--- src/rtl/occupancy_pkg.sv ---
// Shared display constants and types for the parking-lot occupancy counter.
// Glyphs are active-low, ordered [0:6] = segments a..g.
package occupancy_pkg;

    localparam logic [0:6] SEG_BLANK = 7'b1111111;
    localparam logic [0:6] SEG_C     = 7'b0110001;
    localparam logic [0:6] SEG_L     = 7'b1110001;
    localparam logic [0:6] SEG_E     = 7'b0110000;
    localparam logic [0:6] SEG_A     = 7'b0001000;
    localparam logic [0:6] SEG_r     = 7'b1111010;
    localparam logic [0:6] SEG_F     = 7'b0111000;
    localparam logic [0:6] SEG_U     = 7'b1000001;

    localparam logic [0:6] SEG_DIGIT [0:9] = '{
        7'b0000001,
        7'b1001111,
        7'b0010010,
        7'b0000110,
        7'b1001100,
        7'b0100100,
        7'b0100000,
        7'b0001111,
        7'b0000000,
        7'b0000100
    };

    typedef enum logic [1:0] {
        DISP_EMPTY,
        DISP_NORMAL,
        DISP_FULL
    } dispState_e;

endpackage

--- src/rtl/seg7_digit.sv ---
// Combinational BCD to active-low seven-segment decoder with blanking.
// Non-decimal codes show blank rather than garbage.
module seg7_digit
    import occupancy_pkg::*;
(
    input  logic [3:0] bcd,
    input  logic       blank,
    output logic [0:6] seg
);

    // Pick the digit glyph unless blanked or out of decimal range
    always_comb begin
        seg = SEG_BLANK;
        if (!blank && (bcd <= 4'd9)) begin
            seg = SEG_DIGIT[bcd];
        end
    end

endmodule

--- src/rtl/occupancy_counter.sv ---
// Saturating parking-lot occupancy counter fed by single-cycle entry/exit
// pulses, with full/empty/reject flags and a registered six-digit display
// showing either the count or a CLEAr / FULL banner.
module occupancy_counter
    import occupancy_pkg::*;
#(
    parameter  int CAPACITY = 16,
    localparam int CW       = $clog2(CAPACITY + 1)
) (
    input  logic          clk,
    input  logic          reset,
    input  logic          inc,
    input  logic          dec,
    output logic [CW-1:0] count,
    output logic          full,
    output logic          empty,
    output logic          reject,
    output logic [0:6]    HEX0,
    output logic [0:6]    HEX1,
    output logic [0:6]    HEX2,
    output logic [0:6]    HEX3,
    output logic [0:6]    HEX4,
    output logic [0:6]    HEX5
);

    localparam logic [CW-1:0] CAP = CW'(CAPACITY);

    logic [CW-1:0] countQ, countD;
    logic          fullQ, fullD;
    logic          emptyQ, emptyD;
    logic          rejectQ, rejectD;

    dispState_e    dispState;
    logic [6:0]    countWide;
    logic [3:0]    tensBcd, unitsBcd;
    logic          tensBlank;
    logic [0:6]    tensSeg, unitsSeg;
    logic [0:6]    hex0D, hex1D, hex2D, hex3D, hex4D, hex5D;
    logic [0:6]    hex0Q, hex1Q, hex2Q, hex3Q, hex4Q, hex5Q;

    // Next occupancy: simultaneous entry and exit cancel, otherwise saturate and flag
    always_comb begin
        countD  = countQ;
        rejectD = 1'b0;
        case ({inc, dec})
            2'b10: begin
                if (countQ < CAP) countD = countQ + CW'(1);
                else              rejectD = 1'b1;
            end
            2'b01: begin
                if (countQ != '0) countD = countQ - CW'(1);
                else              rejectD = 1'b1;
            end
            default: ;
        endcase
        fullD  = (countD == CAP);
        emptyD = (countD == '0);
    end

    // Count and status flags update together so they never disagree
    always_ff @(posedge clk or negedge reset) begin
        if (!reset) begin
            countQ  <= '0;
            fullQ   <= 1'b0;
            emptyQ  <= 1'b1;
            rejectQ <= 1'b0;
        end else begin
            countQ  <= countD;
            fullQ   <= fullD;
            emptyQ  <= emptyD;
            rejectQ <= rejectD;
        end
    end

    // Classify the registered count and split it into decimal digits
    always_comb begin
        if (countQ == '0)       dispState = DISP_EMPTY;
        else if (countQ == CAP) dispState = DISP_FULL;
        else                    dispState = DISP_NORMAL;
        countWide = 7'(countQ);
        tensBcd   = 4'(countWide / 7'd10);
        unitsBcd  = 4'(countWide % 7'd10);
        tensBlank = (dispState == DISP_NORMAL) && (tensBcd == 4'd0);
    end

    seg7_digit u_tens (
        .bcd   (tensBcd),
        .blank (tensBlank),
        .seg   (tensSeg)
    );

    seg7_digit u_units (
        .bcd   (unitsBcd),
        .blank (1'b0),
        .seg   (unitsSeg)
    );

    // Banner selection for the six displays based on the display state
    always_comb begin
        hex5D = SEG_BLANK;
        hex4D = SEG_BLANK;
        hex3D = SEG_BLANK;
        hex2D = SEG_BLANK;
        hex1D = tensSeg;
        hex0D = unitsSeg;
        case (dispState)
            DISP_EMPTY: begin
                hex5D = SEG_C;
                hex4D = SEG_L;
                hex3D = SEG_E;
                hex2D = SEG_A;
                hex1D = SEG_r;
                hex0D = SEG_DIGIT[0];
            end
            DISP_FULL: begin
                hex5D = SEG_F;
                hex4D = SEG_U;
                hex3D = SEG_L;
                hex2D = SEG_L;
            end
            default: ;
        endcase
    end

    // Display register stage; resets straight to the CLEAr0 banner
    always_ff @(posedge clk or negedge reset) begin
        if (!reset) begin
            hex5Q <= SEG_C;
            hex4Q <= SEG_L;
            hex3Q <= SEG_E;
            hex2Q <= SEG_A;
            hex1Q <= SEG_r;
            hex0Q <= SEG_DIGIT[0];
        end else begin
            hex5Q <= hex5D;
            hex4Q <= hex4D;
            hex3Q <= hex3D;
            hex2Q <= hex2D;
            hex1Q <= hex1D;
            hex0Q <= hex0D;
        end
    end

    assign count  = countQ;
    assign full   = fullQ;
    assign empty  = emptyQ;
    assign reject = rejectQ;
    assign HEX0   = hex0Q;
    assign HEX1   = hex1Q;
    assign HEX2   = hex2Q;
    assign HEX3   = hex3Q;
    assign HEX4   = hex4Q;
    assign HEX5   = hex5Q;

endmodule

--- config.mk ---
export PLATFORM = sky130hd
export DESIGN_NAME = occupancy_counter
export DESIGN_NICKNAME = d
export VERILOG_FILES = /design/src/rtl/occupancy_pkg.sv /design/src/rtl/seg7_digit.sv /design/src/rtl/occupancy_counter.sv
export SDC_FILE = /design/constraint.sdc
export NUM_CORES = 1
export LEC_CHECK = 0
export ABC_CLOCK_PERIOD_IN_PS = 2800
export CORE_MARGIN = 10
export CORE_UTILIZATION = 42
export CTS_CLUSTER_DIAMETER = 200
export DETAILED_ROUTE_END_ITERATION = 16
export GPL_ROUTABILITY_DRIVEN = 0
export PLACE_DENSITY = 0.76
export REMOVE_ABC_BUFFERS = 1
export SLEW_MARGIN = 20
export SYNTH_ARGS = -nofsm -noshare
export SYNTH_HDL_FRONTEND = slang
export SYNTH_SLANG_ARGS = --single-unit
export TNS_END_PERCENT = 1
--- constraint.sdc ---
create_clock -name clk -period 2.8 [get_ports clk]
set_input_delay 0.28 -clock clk [delete_from_list [all_inputs] [get_ports clk]]
set_output_delay 0.28 -clock clk [all_outputs]
set_load 0.01 [all_outputs]
==> qor.csv <==
metric,value,unit
status,"finished, violations left",
failing checks,setup timing,
most common cell in the netlist,buf_4,
Final Worst Setup Slack,-0.0163,ns
first-pass GRT wire length,7330,um
CP arrival,3.02,ns
core area,0.00400,mm2
Die ar.,0.00708,mm2
Inst Count DP,266,
vias in the first global route,1453,
clock latency on the worst-skew pair,0.26,ns
Post-synth EDFFs,0,
Reg2Reg Setup Slack,-0.02,ns
Synth Flop Type,dfrtp_1,
R2R cell count,13,
Max Clk Rate,0.355,GHz
Area Growth Syn to Fin,37.9,%
grt ovf,0,
"flops & latches, synth",24,
I/O Pins,54,
Min-Delay Path Class,in2async,
worst-path fanout max,4,
Filler Cell Count,354,
setup_tns,-0.0261,ns
clk slew on worst S/H paths,0.09,ns
vias per cell,5.12,
mapped cell area,0.00173,mm2
root buf cell,clkbuf_8,
clock skew,0.00534,ns
max-cap viol count,0,
"Max stage delay cell, worst path",dfrtp_1,
reg2reg end,HEX0[3]$_DFF_PN0_,
Synth top cells by count,"buf_4 (27), dfrtp_1 (17), a21oi_1 (8), ha_1 (8), inv_1 (8)",
Pwr Density,1340,mW/mm2
YS warnings,0,
hold-fix buffers at CTS,0,
CP Cell Sequence,"or2_4, ha_4, and2b_4, a21oi_2, ha_2, buf_6, nand2b_4, nor2b_2, a222oi_1, buf_4, nand4b_1, a211oi_2, nand3b_1",
initial cell density of the core,43.2,%
Synth Area per Inst,9.76,um2
ANT nets after route,0,
post-synth top area share,24.6,%
Clock Sinks,24,
WL final,4370,um
clk buf depth,2,
Pre-Repair DR Iteration Count,4,
final hold slack,0.362,ns
dpl ws,-0.140,ns
FF/Latch Area,609,um2
multi-input logic area,926,um2
worst setup path start,count[3]$_DFF_PN0_,
drt drc,0,
GRT Total Usage,12.2,%
FF-to-FF Start,count[3]$_DFF_PN0_,
Tot Pwr,3.19,mW
Setup crit end,HEX0[3]$_DFF_PN0_,
Worst Setup End Kind,register,
H-Tree Depth,1,
Synth area leader,dfrtp_1,
ys async rst share,100,%
TritonCTS buffer count,3,
DP Wirelength,3110,um
"Seq/Total Area, Yosys",35.3,%
"top cells by area, synth","dfrtp_1 (25%), buf_4 (12%), dfstp_2 (11%), ha_1 (5.8%), nor2b_1 (2.5%)",
CTS tree,done,
Syn Inst Count,177,
relative slew slack,64.4,%
fin. max-slew vios,0,
RSZ-0062 raised after global routing,true,
CP Class,reg2reg,
count of different cell masters after synthesis,56,
final hold vios,0,
final critical-path share of the clock period,101,%
Crit path largest cell delay,0.38,ns
via count,1412,
WL per Instance,15.8,um
ANT cells,0,
Chip Width,84.1,um
startpoint types,register,
Nets,239,
worst slew pin tran,0.534,ns
Iteration-0 DRC Markers,103,
Final min period,2.82,ns
placement row count,23,
Setup-failing EPs final,2,
fraction of layout cells with a size suffix above 1,30.1,%
leak pwr,1.04,nW
initial antenna violation count,0,
CP required,3.01,ns
fin cells,276,
port bufs,47,
Max VDD drop,0.000458,V
Die Ht,84.1,um
pin count of the biggest net entering global routing,25,
-- metal layers --
layer,global-route usage [%],part of all wire [%]
met5,0,0
met4,6.39,2.7
met3,3.03,7.3
met2,21.2,53
met1,13.4,37
-- per-stage QoR --
| step | util, % | instance area, um2 |
|---|---|---|
| finish | 59.5 | 2380 |
| global route | 59.5 | 2380 |
| CTS | 58.5 | 2340 |
| detailed placement | 54.8 | 2190 |
| global placement | 54.8 | 2190 |
| floorplan | - | 1520 |
-- state kept, by name, indices dropped and copies added, names as in the netlist --
name,flops
HEX0,7
HEX1,6
count,5
HEX2,3
empty,1
full,1
reject,1
-- cell families after synthesis --
family                   synth area share [%]
multiplexers                             1.81
AO/OA/AOI/OAI                            17.8
flip-flops                               35.3
AND/OR/NAND/NOR                          20.4
buffers and inverters                    16.2
XOR/XNOR                                 2.46
other                                   0.217
adder cells (fa/ha/maj)                  5.80
-- worst min-delay path by stage --
| stage | end | slack [ns] | depth (start not counted) |
|---|---|---|---|
| 2_1_floorplan | HEX0[0]$_DFF_PN0_ | -0.02 | 0 |
| 5_1_grt | HEX1[6]$_DFF_PN0_ | 0.40 | 2 |
| 4_1_cts | count[0]$_DFF_PN0_ | 0.37 | 2 |
| 3_3_place_gp | HEX0[2]$_DFF_PN0_ | 0.63 | 3 |
| 3_5_place_dp | HEX0[2]$_DFF_PN0_ | 0.66 | 3 |
| 6_report | HEX1[6]$_DFF_PN0_ | 0.36 | 2 |
-- cells in the final DEF (no fill, tap or decap), types with 5 or more instances in the layout --
cell type	Yosys	layout
a21oi_1	8	6
conb_1	1	7
nor2b_1	7	5
dfrtp_1	17	17
ha_1	8	6
dfstp_2	7	7
nor2_1	7	7
inv_1	8	7
clkdlybuf4s50_1	0	47
nand2_1	6	5
nor3_1	5	5
buf_4	27	23
-- where the power goes --
part / switching (mW) / internal [mW] / leakage, nW
Combinational: 1.16 / 1.18 / 0.711
Sequential: 0.0649 / 0.488 / 0.296
Clock: 0.109 / 0.191 / 0.0357
Total: 1.33 / 1.86 / 1.04
-- timing repair --
action                                 CTS  global route
endpoints found under the hold margin    0             0
gates resized for setup                  8            10
setup endpoints to repair                7             7
pin swaps                                5             7
setup buffers                            5             1
-- critical path: cells and delay by family (launching register included) --
kind                       cells  cell delay [ns]
AOI/OAI and AO/OA              3             0.74
buffers and inverters          2             0.31
and+or+nand+nor                6             0.92
DFF                            1             0.38
adders and majority gates      2             0.41
-- final cells by class --
type	count	area share, %
Sequential cell	24	25.6
Clock inverter	1	1.26
Tap cell	50	2.63
Timing Repair Buffer	72	28.0
Inverter	11	1.94
Clock buffer	3	1.73
Multi-Input combinational cell	115	38.9
No activity file was read; power rests on OpenSTA's default activity.
